File: src/rtl/game_sequencer.sv
// Game sequencer: board selection, move strobes and timers for a 2x2 sliding puzzle.
// Every button acts on its rising edge only. A won board freezes its counters until confirm.
module game_sequencer #(
  parameter int INIT_CYCLES = 4,
  parameter int TICK_DIV    = 1000
) (
  input  logic        clk_d,
  input  logic        reset,
  input  logic [3:0]  btn_dir,
  input  logic        btn_next,
  input  logic        btn_confirm,
  input  logic        btn_restart,
  input  logic        win_flag,
  output logic [1:0]  game_status,
  output logic [11:0] origin_board,
  output logic [3:0]  act,
  output logic        active,
  output logic        restart,
  output logic [9:0]  move_count,
  output logic [9:0]  seconds
);

  localparam int            TW        = (TICK_DIV > 1) ? $clog2(TICK_DIV) : 1;
  localparam int            IW        = (INIT_CYCLES > 1) ? $clog2(INIT_CYCLES) : 1;
  localparam logic [TW-1:0] TICK_LAST = TW'(TICK_DIV - 1);
  localparam logic [IW-1:0] INIT_LAST = IW'(INIT_CYCLES - 1);
  localparam logic [9:0]    CNT_MAX   = 10'd999;

  typedef enum logic [1:0] {
    CHOSE_BOARD  = 2'b00,
    GAME_INITIAL = 2'b10,
    GAMING       = 2'b01,
    WINNED       = 2'b11
  } state_e;

  state_e        state_q, state_d;
  logic [1:0]    idx_q, idx_d;
  logic [3:0]    dir_prev_q;
  logic          next_prev_q, conf_prev_q, rst_prev_q, win_q;
  logic [1:0]    hist_q;
  logic [3:0]    act_q, act_d;
  logic          active_q, active_d, restart_q, restart_d;
  logic [9:0]    moves_q, moves_d, secs_q, secs_d;
  logic [TW-1:0] tick_q, tick_d;
  logic [IW-1:0] init_q, init_d;

  logic [3:0] dir_e, dir_sel;
  logic       next_e, conf_e, rst_e, settled, quiet;

  function automatic logic [9:0] sat_inc(input logic [9:0] v);
    return (v == CNT_MAX) ? v : v + 10'd1;
  endfunction

  assign dir_e   = btn_dir & ~dir_prev_q;
  assign next_e  = btn_next & ~next_prev_q;
  assign conf_e  = btn_confirm & ~conf_prev_q;
  assign rst_e   = btn_restart & ~rst_prev_q;
  // Two's-complement trick isolates the lowest set edge bit.
  assign dir_sel = dir_e & (~dir_e + 4'd1);
  // hist_q holds the strobe from one and two cycles ago.
  assign settled = ~active_q & ~hist_q[0];
  assign quiet   = settled & ~hist_q[1];

  always_comb begin
    // NOTE: every next-state signal gets a default first so no path infers a latch.
    state_d   = state_q;
    idx_d     = idx_q;
    act_d     = act_q;
    active_d  = 1'b0;
    restart_d = 1'b0;
    moves_d   = moves_q;
    secs_d    = secs_q;
    tick_d    = tick_q;
    init_d    = init_q;
    case (state_q)
      CHOSE_BOARD: begin
        if (conf_e) begin
          state_d = GAME_INITIAL;
          init_d  = '0;
          moves_d = '0;
          secs_d  = '0;
          tick_d  = '0;
        end else if (next_e) begin
          idx_d = idx_q + 2'd1;
        end
      end
      GAME_INITIAL: begin
        if (init_q == INIT_LAST) state_d = GAMING;
        else                     init_d  = init_q + IW'(1);
      end
      GAMING: begin
        if (tick_q == TICK_LAST) begin
          tick_d = '0;
          secs_d = sat_inc(secs_q);
        end else begin
          tick_d = tick_q + TW'(1);
        end
        if (conf_e) begin
          state_d = CHOSE_BOARD;
        end else if (rst_e) begin
          restart_d = 1'b1;
          moves_d   = '0;
          secs_d    = '0;
        end else if (win_flag && win_q && quiet) begin
          state_d = WINNED;
        end else if ((dir_e != 4'd0) && settled) begin
          act_d    = dir_sel;
          active_d = 1'b1;
          moves_d  = sat_inc(moves_q);
        end
      end
      WINNED: begin
        if (conf_e) state_d = CHOSE_BOARD;
      end
      default: state_d = CHOSE_BOARD;
    endcase
  end

  // NOTE: reset is synchronous; edge registers load the live levels so a held button never fires on release of reset.
  always_ff @(posedge clk_d) begin
    if (reset) begin
      state_q   <= CHOSE_BOARD;
      idx_q     <= '0;
      act_q     <= '0;
      active_q  <= 1'b0;
      restart_q <= 1'b0;
      moves_q   <= '0;
      secs_q    <= '0;
      tick_q    <= '0;
      init_q    <= '0;
      hist_q    <= '0;
      win_q     <= 1'b0;
    end else begin
      state_q   <= state_d;
      idx_q     <= idx_d;
      act_q     <= act_d;
      active_q  <= active_d;
      restart_q <= restart_d;
      moves_q   <= moves_d;
      secs_q    <= secs_d;
      tick_q    <= tick_d;
      init_q    <= init_d;
      hist_q    <= {hist_q[0], active_q};
      win_q     <= win_flag;
    end
    dir_prev_q  <= btn_dir;
    next_prev_q <= btn_next;
    conf_prev_q <= btn_confirm;
    rst_prev_q  <= btn_restart;
  end

  always_comb begin
    case (idx_q)
      2'd0:    origin_board = 12'b001_000_100_011;
      2'd1:    origin_board = 12'b011_010_100_000;
      2'd2:    origin_board = 12'b010_011_100_001;
      default: origin_board = 12'b000_011_100_010;
    endcase
  end

  assign game_status = state_q;
  assign act         = act_q;
  assign active      = active_q;
  assign restart     = restart_q;
  assign move_count  = moves_q;
  assign seconds     = secs_q;

endmodule

File: config.mk
export PLATFORM = sky130hd
export DESIGN_NAME = game_sequencer
export DESIGN_NICKNAME = d
export VERILOG_FILES = /design/src/rtl/game_sequencer.sv
export SDC_FILE = /design/constraint.sdc
export NUM_CORES = 1
export LEC_CHECK = 0
export ABC_CLOCK_PERIOD_IN_PS = 2100
export CELL_PAD_IN_SITES_DETAIL_PLACEMENT = 1
export CELL_PAD_IN_SITES_GLOBAL_PLACEMENT = 1
export CORE_ASPECT_RATIO = 0.5
export CORE_MARGIN = 4
export CORE_UTILIZATION = 40
export CTS_BUF_LIST = sky130_fd_sc_hd__clkbuf_8
export CTS_CLUSTER_SIZE = 14
export DETAILED_ROUTE_END_ITERATION = 12
export PLACE_DENSITY_LB_ADDON = 0.1
export REMOVE_ABC_BUFFERS = 1
export SYNTH_ARGS = -nofsm -noshare
export SYNTH_HDL_FRONTEND = slang
export SYNTH_SLANG_ARGS = --single-unit
File: constraint.sdc
create_clock -name clk_d -period 2.1 [get_ports clk_d]
set_input_delay 0.42 -clock clk_d [delete_from_list [all_inputs] [get_ports clk_d]]
set_output_delay 0.42 -clock clk_d [all_outputs]
set_load 0.02 [all_outputs]
==> flow_summary.ini <==
[yosys]
synth_top_area_share = 0.3917
ys_async_sr_fraction = 0
syn_area_um2 = 2658
avgSynthCellArea_um2 = 8.464
synth_edf_count = 0
synth.top_cells.by_count = dfxtp_1, nor2_1, nand2_1
ys_top_cells_by_area = dfxtp_1, nor2_1, ha_1
yosys_warnings = 0
ys_types = 49
ys_ff_latch = 52
synth_top_flop_cell = dfxtp_1
synth_area_leader_cell = dfxtp_1
synth.most_common_cell = dfxtp_1
synth-seq-area-share = 0.3917
synth_cells = 314

[clock_network]
clk_pin_slew_ps = 90
cts_tree = yes
cts_max_level = 2
worstSkewPairLatency_ps = 310
clockRootBuffer = clkbuf_8
cts.sinks = 52
hold_buffers = 0
clock_path_buffers = 2
numCtsBuffers = 5

[critical_path]
cp-start-kind = flop
endpoint = game_status[0]
path_depth = 2
critPathKind = flop to output port
worstPathMaxFanout = 11
crit_path_start = game_status[0]
path_buf_inv = 2
r2r_cells = 6
crit_chain = buf_4, clkdlybuf4s50_1
crit_path_end_kind = output port
critPathArrivalTime_ps = 1560
r2r_end = seconds[2]
cp_data_required_time_ps = 1680
path_delay_family = buffers and inverters
timing.rr.start = tick_q[0]
max_stage_delay_ps = 610
critical-path-slowest-cell = clkdlybuf4s50_1
rrSetupSlack_ps = 160

[timing]
finalCriticalPeriod_ps = 1977
slew_headroom = 0.4421
layout_setup_ws_ps = 122.6
fin_skew_ps = 3.491
setup_violations = 0
worst_pin_slew_ps = 830.9
post-route-period-util = 0.9416
hold_viol = 0
slew_viol_final = 0
rsz0062_at_grt = false
timing.fmax_ghz = 0.5057
setup_tns_ps = 0

[flow_run]
drv_cap = 0

[placement]
place_ws_ps = -183.2
numPortBuffers = 43
hpwlAfterDp_um = 5589
place.gp.congestion = 0.8537

[layout]
regArea_um2 = 1045
nFillCells = 770
finalNetCount = 393
multiInputGateArea_um2 = 1518
final_util = 0.5426
synthToLayoutAreaGrowth_pct = 27.73
drive_above_1_share = 0.1307
diodes = 0

[route]
finalWirelength_um = 7355
ant_nets = 0
vias_per_cell = 5.501
drt_first_iter_violations = 121
drc = 0
first_pass_iters = 4
avgRoutedWirePerCell_um = 15.89
vias = 2547

[die]
ios = 50
core_um2 = 6256
die_area_um2 = 8091
chipWidth_um = 123.3
initial_core_util = 0.4248
die_h_um = 65.64
rows = 20

[power]
comb_power_share = 0.101
power.leakage_uw = 0.001252
switching_share = 0.2562
switchingPower_uw = 460.4
vdd_drop_max_uv = 405.8
p_clk_frac = 0.337
powerDensity_nw_per_um2 = 529.5
p_int_uw = 1337
p_seq_frac = 0.562

[global_routing]
grt_max_degree = 19
grt_pass1_wl_um = 12650
groute.usage.overall = 0.1943
antenna_found_initial = 0
overflow = 0
grt_pass1_vias = 2684

[run_status]
status = complete, no violations

[worst_hold_path]
hp-class = flop to flop
-- through the flow --
step           power [µW]  hold WS [ps]  cells  area (µm²)
2_1_floorplan        1122         434.2    299        2575
3_3_place_gp         1214         460.1    455        3303
3_5_place_dp         1222         464.7    455        3303
4_1_cts              1824         480.8    463        3390
5_1_grt              1888         485.3    463        3395
6_report             1798         476.6    463        3395
-- power by group through the flow --
stage	clock, µW	sequential [µW]	combinational [µW]
4_1_cts	632	1010	183
2_1_floorplan	0	1030	91.2
6_report	606	1010	182
3_3_place_gp	0	1030	182
5_1_grt	675	1010	200
3_5_place_dp	0	1030	190
-- cell usage in the layout, fill, tap and decap left out, types with 7 or more instances in the layout --
master | netlist | layout
nor2b_1 | 14 | 14
nand2_1 | 22 | 21
o21ai_0 | 17 | 17
and3_1 | 9 | 9
clkdlybuf4s50_1 | 0 | 37
nor2_1 | 37 | 37
a311oi_1 | 12 | 12
buf_4 | 6 | 25
ha_1 | 9 | 9
dfxtp_1 | 52 | 49
mux2i_1 | 7 | 7
nand2b_1 | 10 | 10
a21oi_1 | 13 | 13
nand3_1 | 18 | 18
o41ai_1 | 7 | 7
-- flip-flops by register name (all words and copies together), names as in the netlist --
signal / cells
hist_q: 2
game_status: 2
rst_prev_q: 1
win_q: 1
seconds: 10
active: 1
conf_prev_q: 1
init_q: 2
act: 4
restart: 1
next_prev_q: 1
tick_q: 10
dir_prev_q: 4
move_count: 10
idx_q: 2
-- per-layer routing --
layer	part of all wire	wire, µm	vias up	track usage
met1	0.49	3582	1228	0.2487
met5	0	0	-	0
met3	0.050	365	7	0.05159
met4	0.0054	40	0	0.04000
li1	-	-	1259	-
met2	0.46	3367	53	0.3306
-- timing repair --
item | in CTS | in global routing
setup buffers | 0 | 0
setup endpoints to repair | 7 | 6
resized for setup | 7 | 3
-- worst min path at each step --
stage	start	depth (start not counted)	to
5_1_grt	hist_q[0]	1	hist_q[1]
2_1_floorplan	tick_q[9]	1	tick_q[9]
3_3_place_gp	hist_q[0]	1	hist_q[1]
4_1_cts	hist_q[0]	1	hist_q[1]
6_report	hist_q[0]	1	hist_q[1]
3_5_place_dp	hist_q[0]	1	hist_q[1]
-- cells by family after synthesis --
kind of cell | synth area share
other cells | 0.002826
fa+ha+maj | 0.04237
buf+inv | 0.04378
mux | 0.03060
xor+xnor | 0.006593
simple gates | 0.2975
flops | 0.3917
compound gates | 0.1846
-- cell type report --
class,count,share of cell area
multi-input combinational,242,0.4471
clock buffer,6,0.02433
inverter,5,0.005529
clock inverter,2,0.002949
timing repair buffer,68,0.1799
tap,88,0.03244
sequential,52,0.3078
Power figures use the tool's default switching activity.
